## src/rtl/led_pulse_stretch.sv

```systemverilog
// Stretches pulse_in rising edges into fixed ON/OFF LED intervals timed by a prescaled tick.
// Define PULSE_QUEUE_EN to queue events arriving while busy (up to 15); otherwise they are dropped.
module led_pulse_stretch #(
    parameter int unsigned CLK_FREQUENCY_HZ       = 100000000,
    parameter int unsigned TICK_FREQUENCY_HZ      = 1000,
    parameter int unsigned ON_TICKS               = 50,
    parameter int unsigned OFF_TICKS              = 50,
    parameter int unsigned CNTR_WIDTH             = 32,
    parameter int unsigned SIMULATE               = 0,
    parameter int unsigned SIMULATE_FREQUENCY_CNT = 5
) (
    input  logic       clk,
    input  logic       reset_n,
    input  logic       pulse_in,
    output logic       led_out,
    output logic       busy,
    output logic       dropped,
    output logic [3:0] pending_cnt
);

    localparam logic [CNTR_WIDTH-1:0] TERM = (SIMULATE != 0)
        ? CNTR_WIDTH'(SIMULATE_FREQUENCY_CNT)
        : CNTR_WIDTH'(CLK_FREQUENCY_HZ / TICK_FREQUENCY_HZ - 1);
    localparam logic [7:0] ON_LAST  = 8'(ON_TICKS - 1);
    localparam logic [7:0] OFF_LAST = 8'(OFF_TICKS - 1);

    typedef enum logic [1:0] {
        S_IDLE,
        S_ON,
        S_OFF
    } state_t;

    state_t                state_q;
    logic                  pulse_q;
    logic                  led_q;
    logic                  busy_q;
    logic                  dropped_q;
    logic [CNTR_WIDTH-1:0] presc_q;
    logic [7:0]            ticks_q;
    logic [3:0]            pend_q;
    logic [3:0]            pend_d;
    logic                  drop_d;
    logic                  restart;
    logic                  evt;
    logic                  busy_evt;
    logic                  tick;
    logic                  on_done;
    logic                  off_done;

    assign evt      = pulse_in & ~pulse_q;
    assign busy_evt = evt && (state_q != S_IDLE);
    assign tick     = (state_q != S_IDLE) && (presc_q == TERM);
    assign on_done  = (state_q == S_ON)  && tick && (ticks_q == ON_LAST);
    assign off_done = (state_q == S_OFF) && tick && (ticks_q == OFF_LAST);

`ifdef PULSE_QUEUE_EN
    // An event landing on the final OFF tick is consumed directly (pending 0) or
    // balances the dequeue (pending > 0), so the count never strands in IDLE.
    always_comb begin
        pend_d  = pend_q;
        drop_d  = 1'b0;
        restart = off_done && ((pend_q != 4'd0) || evt);
        if (busy_evt && off_done) begin
            pend_d = pend_q;
        end else if (busy_evt) begin
            if (pend_q == 4'd15) begin
                drop_d = 1'b1;
            end else begin
                pend_d = pend_q + 4'd1;
            end
        end else if (off_done && (pend_q != 4'd0)) begin
            pend_d = pend_q - 4'd1;
        end
    end
`else
    always_comb begin
        pend_d  = '0;
        drop_d  = busy_evt;
        restart = 1'b0;
    end
`endif

    always_ff @(posedge clk or negedge reset_n) begin
        if (!reset_n) begin
            state_q   <= S_IDLE;
            pulse_q   <= 1'b0;
            led_q     <= 1'b0;
            busy_q    <= 1'b0;
            dropped_q <= 1'b0;
            presc_q   <= '0;
            ticks_q   <= '0;
            pend_q    <= '0;
        end else begin
            pulse_q   <= pulse_in;
            pend_q    <= pend_d;
            dropped_q <= drop_d;
            case (state_q)
                S_IDLE: begin
                    presc_q <= '0;
                    ticks_q <= '0;
                    if (evt) begin
                        state_q <= S_ON;
                        led_q   <= 1'b1;
                        busy_q  <= 1'b1;
                    end
                end
                S_ON: begin
                    if (on_done) begin
                        state_q <= S_OFF;
                        led_q   <= 1'b0;
                        presc_q <= '0;
                        ticks_q <= '0;
                    end else if (tick) begin
                        presc_q <= '0;
                        ticks_q <= ticks_q + 8'd1;
                    end else begin
                        presc_q <= presc_q + CNTR_WIDTH'(1);
                    end
                end
                S_OFF: begin
                    if (off_done) begin
                        presc_q <= '0;
                        ticks_q <= '0;
                        if (restart) begin
                            state_q <= S_ON;
                            led_q   <= 1'b1;
                        end else begin
                            state_q <= S_IDLE;
                            busy_q  <= 1'b0;
                        end
                    end else if (tick) begin
                        presc_q <= '0;
                        ticks_q <= ticks_q + 8'd1;
                    end else begin
                        presc_q <= presc_q + CNTR_WIDTH'(1);
                    end
                end
                default: begin
                    state_q <= S_IDLE;
                    led_q   <= 1'b0;
                    busy_q  <= 1'b0;
                end
            endcase
        end
    end

    assign led_out     = led_q;
    assign busy        = busy_q;
    assign dropped     = dropped_q;
    assign pending_cnt = pend_q;

endmodule

```

## config.mk

```make
export PLATFORM = sky130hd
export DESIGN_NAME = led_pulse_stretch
export DESIGN_NICKNAME = d
export VERILOG_FILES = /design/src/rtl/led_pulse_stretch.sv
export SDC_FILE = /design/constraint.sdc
export NUM_CORES = 1
export LEC_CHECK = 0
export BUFFER_PORTS_ARGS = -buffer_cell sky130_fd_sc_hd__clkbuf_2
export CAP_MARGIN = 20
export CORE_UTILIZATION = 60
export CTS_CLUSTER_DIAMETER = 50
export DETAILED_ROUTE_END_ITERATION = 8
export GPL_TIMING_DRIVEN = 0
export PLACE_DENSITY = 0.78
export SYNTH_ARGS = -nofsm -noshare
export SYNTH_HDL_FRONTEND = slang
export SYNTH_SLANG_ARGS = --single-unit
```

## constraint.sdc

```tcl
create_clock -name clk -period 2.4 [get_ports clk]
set_input_delay 0.48 -clock clk [delete_from_list [all_inputs] [get_ports clk]]
set_output_delay 0.48 -clock clk [all_outputs]
set_load 0.01 [all_outputs]
```

==> results of run 1 <==
==> worst max-delay path: stages, from the launching register on <==
cell and delay (ns):
dfrtp_1 0.41, inv_2 0.11, ha_1 0.29, nor2_1 0.14
nand3b_1 0.32, clkbuf_1 0.31, o41a_1 0.49, a31oi_1 0.18
==> layout by cell type (no fill, tap or decap), types with 13 or more instances in the layout <==
cell type   n
dfrtp_1    46
a31oi_1    30
nand2_1    24
nand3_1    20
o21ai_0    18
inv_1      16
clkbuf_1   13
nand4_1    13
or4_1      13
==> layer usage <==
layer	track usage [%]	up-vias	wire length (µm)
met5	0	-	0
met2	48.11	134	3415
met4	11.78	0	162
li1	-	1232	-
met3	6.268	18	635
met1	40.96	1249	3197
==> path summary, 6_finish.rpt <==
kind                       slack (ns)         from     endpoint
max in group asynchronous        1.72      reset_n  presc_q[24]
min reg2reg                      0.50  presc_q[31]  presc_q[31]
min in group clk                 0.30     pulse_in      pulse_q
max                              0.06   state_q[1]   ticks_q[7]
max reg2reg                      0.06   state_q[1]   ticks_q[7]
min                              0.15      reset_n   presc_q[9]
==> cells by family after synthesis <==
family,Yosys count,synth area share [%]
flip-flops,46,40.69
adder cells (fa/ha/maj),8,3.538
multiplexers,5,1.813
AND/OR/NAND/NOR,135,28.88
AO/OA/AOI/OAI,75,17.29
other,1,0.1326
buffers and inverters,40,6.103
XOR/XNOR,5,1.548
==> synth_stat cells, types with 2 or more instances <==
cell type	count
buf_2	2
a41oi_1	2
dfrtp_1	46
ha_1	8
and3_1	11
nor4_1	6
a22oi_1	2
clkbuf_1	14
or4_1	13
and4_1	6
xor2_1	3
a31oi_1	30
buf_4	5
nand4_1	13
mux2i_1	4
inv_1	18
a211oi_1	2
nand2_1	24
o211ai_1	5
a21oi_1	4
nor3_1	4
o21ai_0	18
xnor2_1	2
nor2_1	11
or3_1	11
nand3_1	21
==> final cells by class <==
| cell class | count | area, µm² |
|---|---|---|
| flip-flops and latches | 46 | 1151 |
| multi-input cells | 232 | 1583 |
| plain buffers | 21 | 106.4 |
| fillers | 347 | 1335 |
| repair buffers | 8 | 60.06 |
| inverters | 18 | 67.56 |
| well taps | 52 | 65.06 |
| clock buffers | 7 | 76.32 |
==> power breakdown <==
group / total (mW) / internal (mW) / switching [mW]
sequential: 0.778 / 0.777 / 0.000994
combinational: 0.0330 / 0.0109 / 0.0221
clock: 0.454 / 0.201 / 0.253
==> stage by stage <==
| step | setup slack, ns | power, mW | area [µm²] | utilization [%] |
|---|---|---|---|---|
| 2_1_floorplan | 0.2631 | 0.8040 | 2840 | - |
| 3_3_place_gp | -0.3120 | 0.8229 | 2930 | 65.93 |
| 4_1_cts | 0.01725 | 1.274 | 3052 | 68.67 |
| 3_5_place_dp | -0.2889 | 0.8271 | 2950 | 66.39 |
| 6_report | 0.05794 | 1.264 | 3109 | 69.96 |
| 5_1_grt | -0.03615 | 1.296 | 3109 | 69.96 |
==> sequential cells by signal (all words and copies together), names as in the netlist <==
| signal | flops |
|---|---|
| busy | 1 |
| dropped | 1 |
| led_out | 1 |
| presc_q | 32 |
| pulse_q | 1 |
| state_q | 2 |
| ticks_q | 8 |
==> what timing repair did <==
item / CTS / global route
pin swaps: 0 / 1
hold endpoints to repair: 0 / 0
setup buffers: 0 / 2
resized for setup: 5 / 15
endpoints found under the setup margin: 35 / 36
==> run metrics, run 1 <==
status finished clean; global-route wire length before repair 11.61 mm; largest net degree at the start of global routing 27; r2r worst-path depth 7; CTS Buf Count 5; Data arrival, critical path 2.55 ns; Post-synth EDFFs 0; non-filler cells, final roughly 380; Initial Utilization 63.65%; Worst Hold Class primary input to asynchronous set/reset pin; synthesized flop and latch total 46; Clock Sinks 46; Main synth FF type dfrtp_1; share of flip-flops with an asynchronous set or reset 100.0%; post-DR wirelength/cell around 19 µm; CTS clk-pin slew, worst paths 0.08 ns; CTS root buf clkbuf_8; Cell Area, Synth 2829 µm²; Port Buf Inserts 5; synth unique cells between 50 and 60; worst slew pin tran 0.6660 ns; max-cap viol count 0; GPL Wtd Cong 0.9116; FP Rows 24; final layout net count 343; ratio of cells with drive above 1 in the final layout roughly an eighth; Residual DRC 0; Worst Skew 0.006414 ns; DRT Pass-1 Iters 5; Area Growth Syn to Fin 9.907%; clk_lat worst skew 0.30 ns; sequential cell area fraction in the yosys report 40.69%; CTS tree yes; grt ovf 0; Die X 70.67 µm; Vias/cell 6.857; full die area between 4000 and 5000 µm²; largest area contributor in the netlist dfrtp_1; CP Max Fanout 10; Synth area leaders dfrtp_1, a31oi_1, nand3_1; max frequency about 430 MHz; CP Launch Type flop; initial DRC count 282; CP Data Required Time 2.61 ns; post-cts hold buffer count 0; Synth Instances around 320; HPWL after detailed placement 4.920 mm; Leak 1.363 nW; Power Dens Cells 406.6 nW/µm²; placed cells 376; I/O pin cnt 10; antenna viol nets, final 0; Setup crit end kind flop; Longest Clk Path Bufs 2; Die Y-Extent between 70 and 80 µm; Slew Limit Headroom a little under three fifths; Tot GR Track Use 30.24%; Synth top area share approximately 40%; Setup-failing EPs final 0; # diodes 0; vias in the first global route 2377; total number of vias roughly 2600; IR drop worst, VDD 280.9 µV; Pins Over Slew Limit 0; Final period util between 90% and 100%; CP Class flop to flop; setup tns final 0 ns; Routed WL roughly 7.4 mm; Warnings, synthesis 0; Fin. Hold Viols 0; hold slack 0.1464 ns; core footprint 4444 µm²; fin crit period 2.342 ns; Mapped Avg Cell Area 8.981 µm²; Max H-tree Level 2; initial antenna violation count 0
No activity file was read; power rests on OpenSTA's default activity.
==> run 2, diff against run 1 <==
==> config.mk (replaced) <==
export PLATFORM = sky130hd
export DESIGN_NAME = led_pulse_stretch
export DESIGN_NICKNAME = d
export VERILOG_FILES = /design/src/rtl/led_pulse_stretch.sv
export SDC_FILE = /design/constraint.sdc
export NUM_CORES = 1
export LEC_CHECK = 0
export CAP_MARGIN = 20
export CORE_UTILIZATION = 60
export CTS_CLUSTER_DIAMETER = 50
export DETAILED_ROUTE_END_ITERATION = 8
export DONT_BUFFER_PORTS = 1
export GPL_TIMING_DRIVEN = 0
export PLACE_DENSITY = 0.76
export SYNTH_ARGS = -nofsm -noshare
export SYNTH_HDL_FRONTEND = slang
export SYNTH_SLANG_ARGS = --single-unit
==> constraint.sdc (replaced) <==
create_clock -name clk -period 2.28 [get_ports clk]
set_input_delay 0.456 -clock clk [delete_from_list [all_inputs] [get_ports clk]]
set_output_delay 0.456 -clock clk [all_outputs]
set_load 0.01 [all_outputs]
==> run 2 against run 1 <==
Compared with the run above: hold slack improved by 0.0088 ns; final area increased by 3.1%; die area unchanged; global-route usage increased by 1.4 points.
==> run metrics, run 2 (synthesized netlist as in run 1, its figures left out) <==
Multi-input gate area around 1600 µm²; CP Class flop to flop; global-route wire length before repair 12.18 mm; Longest Clk Path Bufs 2; power share of the clock group about two fifths; Initial Utilization a little under two thirds; Residual DRC 0; GPL Wtd Cong 0.9331; Critical R2R Capture presc_q[17]; Switching Power 332.1 µW; Tot GR Track Use 31.68%; combinational power share under 10%; vias in the first global route 2465; Die X roughly 70 µm; Setup-failing EPs final 0; Hold Path Depth 0; r2r worst-path depth 5; Routed WL 7.640 mm; DRT Pass-1 Iters 5; non-filler cells, final 386; Setup crit end kind flop; internal power 1.051 mW; total power roughly 1.4 mW; Worst Skew 0.01196 ns; max-cap viol count 0; total number of vias 2765; most common cell after layout, fill and taps aside dfrtp_1; Hold Startpoint pulse_in; CTS Buf Count 5; core footprint 4444 µm²; Final period util between 90% and 100%; placed cells between 300 and 400; FP Rows 24; clk_lat worst skew 0.32 ns; CTS root buf clkbuf_8; Final Cell Area 3204 µm²; Worst Hold Class primary input to flop; Vias/cell approximately 7; I/O pin cnt 10; fin crit period 2.227 ns; IR drop worst, VDD 245.4 µV; Area Growth Syn to Fin 13.27%; Regs by FF count presc_q (32), ticks_q (8), state_q (2); CTS clk-pin slew, worst paths about 0.10 ns; full die area 4994 µm²; ratio of cells with drive above 1 in the final layout 15.57%; max FFs per register 32; Reg power frac 59.3%; max frequency 449.1 MHz; post-DR wirelength/cell ~20 µm; initial DRC count between 300 and 400; Leak 1.421 nW; setup slack, reg-to-reg 0.05 ns; worst slew pin tran 0.5928 ns; hold slack 0.1552 ns; Fin. Hold Viols 0; Sequential Area around 1200 µm²; Die Y-Extent 70.67 µm; largest net degree at the start of global routing 47; Net Sw Frac 24.01%; Cell Area, Placed 2905 µm²; # diodes 0; largest reg by FF count presc_q; Clock Sinks 46; Worst R2R Start presc_q[6]; Data arrival, critical path 2.43 ns; Port Buf Inserts 0; grt ovf 0; CTS tree yes; Power Dens Cells 431.7 nW/µm²; setup tns final 0 ns; HPWL after detailed placement 4.977 mm; Max H-tree Level 2; final layout net count 344; Pins Over Slew Limit 0; antenna viol nets, final 0; status finished clean; most frequent cells in the layout dfrtp_1, a31oi_1, nand2_1; CP Max Fanout 7; CP Data Required Time 2.49 ns; Slew Limit Headroom 60.18%; initial antenna violation count 0; CP Launch Type flop; Hold Crit Endpoint pulse_q; Filler cells 352
-- run 2: changes by cell type in the layout (fill, tap and decap cells not counted), moves of 2 or more --
| cell | previous run | this run |
|---|---|---|
| buf_4 | 7 | 13 |
| nor3_2 | 2 | 0 |
| clkbuf_1 | 13 | 6 |
| nor3_4 | 2 | 4 |
-- run 2: worst max-delay path by stage --
stage / slack (ns) / endpoint / startpoint / cells after the start
CTS: 0.008 / ticks_q[1] / presc_q[26] / 6
floorplan: 0.14 / presc_q[26] / state_q[0] / 10
global route: -0.04 / presc_q[13] / presc_q[6] / 5
finish: 0.05 / presc_q[17] / presc_q[6] / 5
detailed placement: -0.37 / ticks_q[6] / state_q[1] / 7
global placement: -0.31 / ticks_q[6] / state_q[1] / 7
-- run 2: layout make-up --
class / count / share of cell area (%)
plain buffers: 21 / 3.514
clock buffers: 5 / 2.148
clock inverters: 3 / 0.7809
inverters: 18 / 2.109
multi-input cells: 232 / 50.64
flip-flops and latches: 46 / 35.96
well taps: 52 / 2.030
repair buffers: 9 / 2.811
-- run 2: metal layers --
| metal | wire length [µm] | up-vias | GRT usage, % |
|---|---|---|---|
| li1 | - | 1239 | - |
| met1 | 3360 | 1348 | 43.80 |
| met2 | 3450 | 156 | 47.90 |
| met3 | 627 | 22 | 6.980 |
| met4 | 201 | 0 | 14.89 |
| met5 | 0 | - | 0 |
-- run 2: worst max-delay path, stage by stage, from the launching register on --
cell      delay, ns
dfrtp_1        0.46
nand4_1        0.47
or4_4          0.70
o31a_1         0.25
o211ai_1       0.17
nand2_1        0.06
-- run 2: timing repair --
item	in CTS	in global routing
hold endpoints to repair	46	0
buffers inserted	3	4
pin swaps	1	3
hold buffers	2	0
gates resized for setup	16	20
setup endpoints to repair	40	34
-- run 2: power by group through the flow --
stage / Sequential, mW / Combinational [mW] / Clock [mW]
final: 0.820 / 0.0334 / 0.530
after global routing: 0.820 / 0.0379 / 0.565
after floorplan: 0.836 / 0.0104 / 0
after detailed placement: 0.836 / 0.0109 / 0
after global placement: 0.836 / 0.0108 / 0
after CTS: 0.820 / 0.0345 / 0.536
-- run 2: metrics by stage --
step                util, %  setup WS [ns]
global route          72.10       -0.03523
floorplan                 -         0.1431
global placement      65.37        -0.3136
finish                72.10        0.05350
CTS                   69.90       0.008367
detailed placement    65.37        -0.3681
==> run 3, diff against run 2 <==
--- a/config.mk
+++ b/config.mk
@@ -5,6 +5,7 @@
 export SDC_FILE = /design/constraint.sdc
 export NUM_CORES = 1
 export LEC_CHECK = 0
+export ABC_AREA = 1
 export CAP_MARGIN = 20
 export CORE_UTILIZATION = 60
 export CTS_CLUSTER_DIAMETER = 50
@@ -12,6 +13,7 @@
 export DONT_BUFFER_PORTS = 1
 export GPL_TIMING_DRIVEN = 0
 export PLACE_DENSITY = 0.76
+export SETUP_SLACK_MARGIN = 0.1
 export SYNTH_ARGS = -nofsm -noshare
 export SYNTH_HDL_FRONTEND = slang
 export SYNTH_SLANG_ARGS = --single-unit
==> run 3 against run 2 <==
Compared with the run above: register-to-register slack better by 0.14 ns; global-route usage down 1.9 points; synthesized cell count up 51%; clock power about the same; utilization down 4.3 points; hold slack better by 0.013 ns; sequential share of layout area down 3.1 points; fmax up 6.7%; via count up 13%; area after synthesis up 15%; clock-buffer cell count unchanged; clock skew down 0.0078 ns; critical endpoint is now presc_q[12].
==> run metrics, run 3 <==
Port Buf Inserts 0; Net Sw Frac 39.39%; Reg power frac 40.9%; Die X 75.55 µm; largest net degree at the start of global routing 47; Cell Area, Synth 3246 µm²; Mapped Avg Cell Area 6.819 µm²; WP buf/inv 4; IR drop worst, VDD 635.4 µV; Residual DRC 0; total number of vias 3111; Area Growth Syn to Fin 8.018%; Initial Utilization 62.75%; synthesized flop and latch total 46; core footprint 5172 µm²; largest area contributor in the netlist dfrtp_1; Commonest cells post-synth nand2_1, nor2_1, dfrtp_1; Worst Hold Class primary input to flop; internal power ~1.3 mW; I/O pin cnt 10; Longest Clk Path Bufs 2; ratio of cells with drive above 1 in the final layout 10.95%; Data arrival, critical path around 2.3 ns; max-cap viol count 0; antenna viol nets, final 0; Synth top area share a little over a third; global-route wire length before repair around 13 mm; Slowest Stage Delay on Critical Path between 0.4 and 0.5 ns; final layout net count ~500; grt ovf 0; Switching Power 876.7 µW; CTS Buf Count 5; CP max stage cell dfrtp_1; Worst path top cell family by delay buffers and inverters; vias in the first global route 2685; CTS root buf clkbuf_8; most frequent cells in the layout nand2_1, nor2_1, dfrtp_1; sequential cell area fraction in the yosys report 35.47%; initial antenna violation count 0; Power Dens Cells 634.8 nW/µm²; Fin. Hold Viols 0; setup tns final 0 ns; status finished clean; clk_lat worst skew 0.31 ns; RSZ-0062 raised after global routing false; CTS clk-pin slew, worst paths 0.09 ns; Routed WL 7.961 mm; power share of the clock group 23.9%; synth unique cells 32; CTS tree yes; GPL Wtd Cong 0.9184; Final period util 91.50%; Setup crit end kind flop; cells along the critical path inv_1, ha_1, inv_1, nand2_1, nor2_1, nand2_1, inv_2, a21boi_4, buf_6, nand3_1, o21ai_1; Synth area leaders dfrtp_1, nand2_1, nor2_1; setup slack, reg-to-reg approximately 0.19 ns; Die Y-Extent 75.55 µm; CP Launch Type flop; combinational power share 35.2%; Post-synth EDFFs 0; Filler cells 439; Worst Skew between 0.004 and 0.005 ns; fin crit period 2.086 ns; CP Max Fanout 10; Main synth FF type dfrtp_1; CP Data Required Time 2.51 ns; initial DRC count 252; full die area 5708 µm²; max FFs per register 32; Vias/cell 5.526; Pins Over Slew Limit 0; worst slew pin tran 0.6619 ns; # diodes 0; share of flip-flops with an asynchronous set or reset 100.0%; Regs by FF count presc_q (32), ticks_q (8), state_q (2); count leader, synth nand2_1; Setup-failing EPs final 0; Warnings, synthesis 0; Resized cells post-CTS 0; max frequency 479.4 MHz; FP Rows 26; largest reg by FF count presc_q; Synth Instances ~480; Max H-tree Level 2; DRT Pass-1 Iters 5; post-DR wirelength/cell 14.14 µm; hold slack 0.1678 ns; Slew Limit Headroom around 56%; HPWL after detailed placement around 5.9 mm; Tot GR Track Use 29.76%; CP Class flop to flop; most common cell after layout, fill and taps aside nand2_1; Clock Sinks 46; Leak 1.552 nW
==> run 3: power groups by stage <==
stage                     logic [mW]  clock network [mW]  registers (mW)
after floorplan                0.500                   0           0.915
after global placement         0.668                   0           0.922
after detailed placement       0.694                   0           0.924
after CTS                      0.718               0.545           0.908
after global routing           0.852               0.565           0.915
final                          0.783               0.532           0.910
==> run 3: worst paths after layout <==
check                         endpoint  startpoint  cells past startpoint
max in group asynchronous  presc_q[10]     reset_n                      2
min reg2reg                    dropped     pulse_q                      3
min in group asynchronous  presc_q[14]     reset_n                      2
max reg2reg                presc_q[12]  state_q[0]                     11
min                            pulse_q    pulse_in                      0
max                        presc_q[12]  state_q[0]                     11
==> run 3: cell families after synthesis <==
kind of cell               Yosys count  synth area share, %
AOI/OAI and AO/OA                   48                8.983
other                                1               0.1155
adders and majority gates            8                3.084
DFF                                 46                35.47
buffers and inverters               66                8.712
xor gates and xnor gates            11                2.969
and+or+nand+nor                    296                40.67
==> run 3: timing repair <==
item                                    in CTS  in global routing
endpoints found under the setup margin       0                 22
hold buffers                                 2                  0
buffers inserted                             0                  4
hold endpoints to repair                    46                  0
==> run 3: final cells by class <==
| type | count | area, µm² | area share, % |
|---|---|---|---|
| well taps | 70 | 87.58 | 2.498 |
| multi-input cells | 367 | 1823 | 52.00 |
| clock buffers | 5 | 68.82 | 1.963 |
| plain buffers | 11 | 76.32 | 2.177 |
| repair buffers | 6 | 67.56 | 1.927 |
| inverters | 55 | 206.4 | 5.889 |
| clock inverters | 3 | 25.02 | 0.7138 |
| flip-flops and latches | 46 | 1151 | 32.83 |
==> run 3: through the flow <==
stage | instance area, µm² | util, % | total power [mW] | cells | setup slack, ns
2_1_floorplan | 3257 | - | 1.415 | 479 | 0.6081
6_report | 3506 | 67.78 | 2.226 | 563 | 0.1939
4_1_cts | 3476 | 67.20 | 2.172 | 559 | 0.1210
3_3_place_gp | 3344 | 64.66 | 1.590 | 549 | 0.1946
3_5_place_dp | 3344 | 64.66 | 1.618 | 549 | 0.1398
5_1_grt | 3506 | 67.78 | 2.332 | 563 | 0.1052
==> run 3: per-layer routing <==
| metal | vias up | global-route usage (%) | part of all wire (%) | routed length, µm |
|---|---|---|---|---|
| met5 | - | 0 | 0 | 0 |
| met1 | 1462 | 41.45 | 46 | 3683 |
| li1 | 1543 | - | - | - |
| met4 | 0 | 9.877 | 1.7 | 138 |
| met2 | 93 | 47.22 | 47 | 3761 |
| met3 | 13 | 5.159 | 4.7 | 377 |
